File: src/rtl/quantizer.sv
// JPEG luminance quantizer: one signed DCT coefficient in, one rounded, saturated quotient out.
// Each coefficient is divided by its position's entry in the standard luminance table
// using a serial restoring divider (one quotient bit per cycle). Only one coefficient is
// in flight at a time.
//
// Ports
//   clk_i, rstn_i             clock, asynchronous active-low reset
//   dct_veri_i                signed coefficient (COEF_W)
//   dct_veri_row_i/_col_i     position of the coefficient in the 8x8 block
//   dct_veri_gecerli_i        upstream valid
//   dct_blok_son_i            last coefficient of the block
//   dct_veri_hazir_o          upstream ready (high only while idle)
//   zig_veri_o                signed quantized value (OUT_W)
//   zig_veri_row_o/_col_o     position carried with the value
//   zig_veri_gecerli_o        downstream valid
//   zig_blok_son_o            last of block, qualified by zig_veri_gecerli_o
//   zig_veri_hazir_i          downstream ready
module quantizer #(
  parameter int unsigned COEF_W    = 16,
  parameter int unsigned OUT_W     = 12,
  parameter int unsigned BLOCK_BIT = 3
) (
  input  logic                        clk_i,
  input  logic                        rstn_i,
  input  logic signed [COEF_W-1:0]    dct_veri_i,
  input  logic        [BLOCK_BIT-1:0] dct_veri_row_i,
  input  logic        [BLOCK_BIT-1:0] dct_veri_col_i,
  input  logic                        dct_veri_gecerli_i,
  input  logic                        dct_blok_son_i,
  output logic                        dct_veri_hazir_o,
  output logic signed [OUT_W-1:0]     zig_veri_o,
  output logic        [BLOCK_BIT-1:0] zig_veri_row_o,
  output logic        [BLOCK_BIT-1:0] zig_veri_col_o,
  output logic                        zig_veri_gecerli_o,
  output logic                        zig_blok_son_o,
  input  logic                        zig_veri_hazir_i
);

  // Dividend is |x| + floor(T/2); one extra bit so |-2^(COEF_W-1)| fits.
  localparam int unsigned DivW = COEF_W + 1;
  localparam int unsigned CntW = $clog2(DivW + 1);
  localparam int unsigned IdxW = 2 * BLOCK_BIT;
  localparam logic [OUT_W-1:0] SatMag = {1'b0, {(OUT_W-1){1'b1}}};

  // Standard JPEG luminance quantization table, row-major.
  localparam logic [7:0] QTable [64] = '{
    8'd16, 8'd11, 8'd10, 8'd16, 8'd24,  8'd40,  8'd51,  8'd61,
    8'd12, 8'd12, 8'd14, 8'd19, 8'd26,  8'd58,  8'd60,  8'd55,
    8'd14, 8'd13, 8'd16, 8'd24, 8'd40,  8'd57,  8'd69,  8'd56,
    8'd14, 8'd17, 8'd22, 8'd29, 8'd51,  8'd87,  8'd80,  8'd62,
    8'd18, 8'd22, 8'd37, 8'd56, 8'd68,  8'd109, 8'd103, 8'd77,
    8'd24, 8'd35, 8'd55, 8'd64, 8'd81,  8'd104, 8'd113, 8'd92,
    8'd49, 8'd64, 8'd78, 8'd87, 8'd103, 8'd121, 8'd120, 8'd101,
    8'd72, 8'd92, 8'd95, 8'd98, 8'd112, 8'd100, 8'd103, 8'd99
  };

  typedef enum logic [1:0] {StIdle, StDiv, StOut} state_e;

  state_e                state_q, state_d;
  logic [CntW-1:0]       cnt_q, cnt_d;
  logic [DivW-1:0]       quo_q, quo_d;   // dividend shifting out, quotient shifting in
  logic [7:0]            rem_q, rem_d;
  logic [7:0]            div_q, div_d;
  logic                  neg_q, neg_d;
  logic [BLOCK_BIT-1:0]  row_q, row_d;
  logic [BLOCK_BIT-1:0]  col_q, col_d;
  logic                  son_q, son_d;
  logic                  hazir_q, hazir_d;
  logic [OUT_W-1:0]      out_q, out_d;
  logic [BLOCK_BIT-1:0]  out_row_q, out_row_d;
  logic [BLOCK_BIT-1:0]  out_col_q, out_col_d;
  logic                  out_vld_q, out_vld_d;
  logic                  out_son_q, out_son_d;

  logic [IdxW-1:0]       idx;
  logic [7:0]            t_sel;
  logic                  x_sign;
  logic [DivW-1:0]       x_ext;
  logic [DivW-1:0]       abs_x;
  logic [DivW-1:0]       d_in;
  logic [8:0]            rem_sh;
  logic                  ge;
  logic [OUT_W-1:0]      mag;
  logic [OUT_W-1:0]      res;

  always_comb begin
    idx    = (IdxW'(dct_veri_row_i) * IdxW'(8)) + IdxW'(dct_veri_col_i);
    t_sel  = QTable[idx];
    x_sign = dct_veri_i[COEF_W-1];
    x_ext  = {x_sign, dct_veri_i};
    abs_x  = (x_ext ^ {DivW{x_sign}}) + DivW'(x_sign);
    d_in   = abs_x + DivW'(t_sel >> 1);

    rem_sh = {rem_q, quo_q[DivW-1]};
    ge     = (rem_sh >= {1'b0, div_q});

    mag    = (quo_q > DivW'(SatMag)) ? SatMag : quo_q[OUT_W-1:0];
    // Negating zero yields zero, so no negative zero is produced.
    res    = (mag ^ {OUT_W{neg_q}}) + OUT_W'(neg_q);
  end

  always_comb begin
    state_d   = state_q;
    cnt_d     = cnt_q;
    quo_d     = quo_q;
    rem_d     = rem_q;
    div_d     = div_q;
    neg_d     = neg_q;
    row_d     = row_q;
    col_d     = col_q;
    son_d     = son_q;
    hazir_d   = hazir_q;
    out_d     = out_q;
    out_row_d = out_row_q;
    out_col_d = out_col_q;
    out_vld_d = out_vld_q;
    out_son_d = out_son_q;

    unique case (state_q)
      StIdle: begin
        hazir_d = 1'b1;
        if (dct_veri_gecerli_i && hazir_q) begin
          state_d = StDiv;
          hazir_d = 1'b0;
          cnt_d   = '0;
          quo_d   = d_in;
          rem_d   = '0;
          div_d   = t_sel;
          neg_d   = x_sign;
          row_d   = dct_veri_row_i;
          col_d   = dct_veri_col_i;
          son_d   = dct_blok_son_i;
        end
      end
      StDiv: begin
        if (cnt_q == CntW'(DivW)) begin
          state_d   = StOut;
          out_vld_d = 1'b1;
          out_d     = res;
          out_row_d = row_q;
          out_col_d = col_q;
          out_son_d = son_q;
        end else begin
          quo_d = {quo_q[DivW-2:0], ge};
          rem_d = ge ? 8'(rem_sh - {1'b0, div_q}) : rem_sh[7:0];
          cnt_d = cnt_q + CntW'(1);
        end
      end
      StOut: begin
        if (zig_veri_hazir_i) begin
          state_d   = StIdle;
          out_vld_d = 1'b0;
          out_son_d = 1'b0;
          hazir_d   = 1'b1;
        end
      end
      default: state_d = StIdle;
    endcase
  end

  always_ff @(posedge clk_i or negedge rstn_i) begin
    if (!rstn_i) begin
      state_q   <= StIdle;
      cnt_q     <= '0;
      quo_q     <= '0;
      rem_q     <= '0;
      div_q     <= '0;
      neg_q     <= 1'b0;
      row_q     <= '0;
      col_q     <= '0;
      son_q     <= 1'b0;
      hazir_q   <= 1'b0;
      out_q     <= '0;
      out_row_q <= '0;
      out_col_q <= '0;
      out_vld_q <= 1'b0;
      out_son_q <= 1'b0;
    end else begin
      state_q   <= state_d;
      cnt_q     <= cnt_d;
      quo_q     <= quo_d;
      rem_q     <= rem_d;
      div_q     <= div_d;
      neg_q     <= neg_d;
      row_q     <= row_d;
      col_q     <= col_d;
      son_q     <= son_d;
      hazir_q   <= hazir_d;
      out_q     <= out_d;
      out_row_q <= out_row_d;
      out_col_q <= out_col_d;
      out_vld_q <= out_vld_d;
      out_son_q <= out_son_d;
    end
  end

  assign dct_veri_hazir_o   = hazir_q;
  assign zig_veri_o         = out_q;
  assign zig_veri_row_o     = out_row_q;
  assign zig_veri_col_o     = out_col_q;
  assign zig_veri_gecerli_o = out_vld_q;
  assign zig_blok_son_o     = out_son_q;

endmodule
File: config.mk
export PLATFORM = sky130hd
export DESIGN_NAME = quantizer
export DESIGN_NICKNAME = d
export VERILOG_FILES = /design/src/rtl/quantizer.sv
export SDC_FILE = /design/constraint.sdc
export NUM_CORES = 1
export LEC_CHECK = 0
export BUFFER_PORTS_ARGS = -buffer_cell sky130_fd_sc_hd__buf_4
export CAP_MARGIN = 20
export CORE_MARGIN = 2
export CORE_UTILIZATION = 50
export DETAILED_ROUTE_END_ITERATION = 16
export PLACE_DENSITY = 0.73
export SLEW_MARGIN = 20
export SYNTH_ARGS = -nofsm -noshare
export SYNTH_HDL_FRONTEND = slang
export SYNTH_SLANG_ARGS = --single-unit
export TNS_END_PERCENT = 20
File: constraint.sdc
create_clock -name clk_i -period 4.79 [get_ports clk_i]
set_clock_uncertainty 0.2 [all_clocks]
set_input_delay 0.958 -clock clk_i [delete_from_list [all_inputs] [get_ports clk_i]]
set_output_delay 0.958 -clock clk_i [all_outputs]
set_load 0.02 [all_outputs]
==> results.sh <==
export IMPL_rsz0062_at_grt="no"
export IMPL_setup_tns_ns=0
export IMPL_cts_sinks=68
export IMPL_synth_edf_count=0
export IMPL_cts_buffers=9
export IMPL_path_clk_slew_ns=0.08
export IMPL_endpoint_kind="register"
export IMPL_synth_warnings=0
export IMPL_path_class="in2reg"
export IMPL_wirelength_um=12500
export IMPL_worstHoldPathType="reg2reg"
export IMPL_path_max_fanout=8
export IMPL_leakage_nw=2.63
export IMPL_die_w_um=106
export IMPL_synth_area_leaders="dfrtp_1 (33%), nand2_1 (7.9%), ha_1 (6.8%)"
export IMPL_wl_per_cell_um=15.5
export IMPL_cp_num_buf_inv=3
export IMPL_timing_final_ws_setup_ns=0.534
export IMPL_syn_inst=636
export IMPL_root_buffer="clkbuf_8"
export IMPL_core_area_um2=10200
export IMPL_routabilityCongestion=0.940
export IMPL_ir_worst_vdd_v=0.000210
export IMPL_cts_hold_buf=0
export IMPL_avgSynthCellArea_um2=8.12
export IMPL_diodes=0
export IMPL_ys_seq_elements=68
export IMPL_period_minus_slack_ns=4.26
export IMPL_synth_nets=693
export IMPL_layout_cells_non_filler=804
export IMPL_cp_slowest_cell="ha_1"
export IMPL_start_util_pct=50.7
export IMPL_grt_pass1_vias=4343
export IMPL_relSlewSlack_pct=42.2
export IMPL_synth_simple_area_share_pct=22.0
export IMPL_dr_pass1_iters=5
export IMPL_synth_compound_area_share_pct=22.1
export IMPL_dp_hpwl_um=9020
export IMPL_grt_max_degree=69
export IMPL_worst_slew_pin_slew_ns=0.866
export IMPL_vias=4657
export IMPL_finalPower_mw=3.29
export IMPL_vias_per_cell=5.79
export IMPL_drt_iter0_drc=373
export IMPL_fin_crit_sh_pct=88.9
export IMPL_synth_adder_area_share_pct=7.56
export IMPL_fp_row_count=37
export IMPL_die_area_um2=11200
export IMPL_crit_required_ns=4.81
export IMPL_insertion_delay_ns=0.36
export IMPL_synth_xor_area_share_pct=6.78
export IMPL_grt_pass1_wl_um=20800
export IMPL_worstPathCellList="buf_4, inv_1, ha_1, and2b_1, a21oi_1, mux4_2, o311a_4, inv_1, fa_1, a21o_1, a21o_1, a211o_1, nand3_1, mux2i_1, xor2_1, a22oi_1"
export IMPL_most_common_layout_cells="nand2_1 (108), dfrtp_1 (68), nor2_1 (56), buf_4 (56), o21ai_0 (55)"
export IMPL_grtUsageTotal_pct=23.1
export IMPL_synth_top_cell_by_area="dfrtp_1"
export IMPL_nets=720
export IMPL_grt_overflow=0
export IMPL_crit_family="compound AO/OA/AOI/OAI gates"
export IMPL_drc=0
export IMPL_synthMuxAreaShare_pct=3.90
export IMPL_dp_cells=788
export IMPL_worstPathArrival_ns=4.28
export IMPL_ios=48
export IMPL_synthArstFlopShare_pct=100
export IMPL_postCtsSetupBuffers=0
export IMPL_final_common_cell="nand2_1"
export IMPL_final_layout_size_suffix_gt1_share_pct=13.5
export IMPL_antenna_found_initial=0
export IMPL_synth_top_family_by_area="compound AO/OA/AOI/OAI gates"
export IMPL_io_buffer_count=47
export IMPL_syn_area_um2=5160
export IMPL_finalHoldViolCount=0
export IMPL_die_h_um=106
export IMPL_pre_cts_ws_ns=0.179
export IMPL_yosysTopAreaCellShare_pct=33.0
export IMPL_area_growth_pct=12.0
export IMPL_p_per_area_nw_per_um2=568
export IMPL_clk_path_buf_depth=2
export IMPL_synth_seq_area_share_pct=33.0
export IMPL_fmax_mhz=235
export IMPL_finalMaxSlewViolations=0
export IMPL_start_kind="input pin"
export IMPL_status="finished, final reports clean"
export IMPL_synth_ff_type="dfrtp_1"
export IMPL_cts_tree="yes"
export IMPL_yosysUniqueCellTypes=64
export IMPL_cts_resized=0
export IMPL_antenna_left=0
export IMPL_drv_cap=0
export IMPL_finalSetupViolations=0
export IMPL_cp_slowest_stage_delay_ns=0.41
export IMPL_htreeDepth=3
## cell usage after synthesis, drive strengths merged (4+ instances only)
cell / n
inv: 23
a211oi: 4
ha: 28
nand4: 7
o31ai: 5
a22oi: 8
buf: 7
mux2i: 10
nor2: 56
a31oi: 10
nand2: 108
dfrtp: 68
xnor2: 16
xor2: 24
o21ai: 60
nor3: 8
o221ai: 6
clkbuf: 33
o211ai: 8
nand3: 18
nor2b: 6
nand2b: 11
a21oi: 33
a21o: 7
mux2: 5
and3: 4
or3: 7
## layout make-up
class                           count  area, um2
Fill cell                         916       4400
Multi-Input combinational cell    505       3220
Sequential cell                    68       1700
Timing Repair Buffer               56        420
Tap cell                          136        170
Clock buffer                       11        151
Inverter                           23       86.3
Clock inverter                      5       36.3
## where the power goes
part | leakage, nW | internal (mW) | total (mW) | switching, mW
Sequential | 0.837 | 0.851 | 1.11 | 0.257
Combinational | 1.71 | 0.761 | 1.73 | 0.973
Clock | 0.0876 | 0.216 | 0.446 | 0.230
Total | 2.63 | 1.83 | 3.29 | 1.46
## state kept, by name, indices dropped and copies added, names as in the netlist
register	count
cnt_q	5
col_q	3
dct_veri_hazir_o	1
div_q	7
neg_q	1
quo_q	17
rem_q	8
row_q	3
son_q	1
state_q	2
zig_blok_son_o	1
zig_veri_col_o	3
zig_veri_gecerli_o	1
zig_veri_o	12
zig_veri_row_o	3
## metal layers
| layer | vias up | track usage, % | share of wire (%) |
|---|---|---|---|
| met2 | 156 | 36.6 | 46 |
| met5 | - | 0 | 0 |
| met1 | 2188 | 31.4 | 47 |
| met3 | 14 | 4.33 | 5.6 |
| met4 | 0 | 8.46 | 1.6 |
| li1 | 2299 | - | - |
## stage by stage
stage	area, um2	hold WS, ns	util [%]
floorplan	5160	0.239	-
global placement	5600	0.255	55.0
detailed placement	5600	0.256	55.0
CTS	5780	0.275	56.8
global route	5780	0.297	56.8
finish	5780	0.273	56.8
## cells by family (layout without fill, tap and decap cells)
family,Yosys count,count (layout)
compound gates,173,173
flops,68,68
buf+inv,63,95
fa+ha+maj,30,30
simple gates,245,245
mux,17,17
xor+xnor,40,40
## worst paths after layout
check | cells past startpoint | to | from | slack, ns
min reg2reg | 2 | zig_veri_row_o[1] | row_q[1] | 0.27
max reg2reg | 10 | zig_veri_o[11] | quo_q[14] | 1.51
max in group asynchronous | 1 | state_q[1] | rstn_i | 3.31
max | 16 | quo_q[14] | dct_veri_col_i[0] | 0.53
min | 2 | zig_veri_row_o[1] | row_q[1] | 0.27
min in group asynchronous | 1 | zig_veri_row_o[2] | rstn_i | 0.50
## tightest hold or removal path: cells and delay by family (launching register included)
family,cells,cell delay (ns)
flip-flops,1,0.35
AND/OR/NAND/NOR,2,0.10
(Power assumes the default switching activity.)
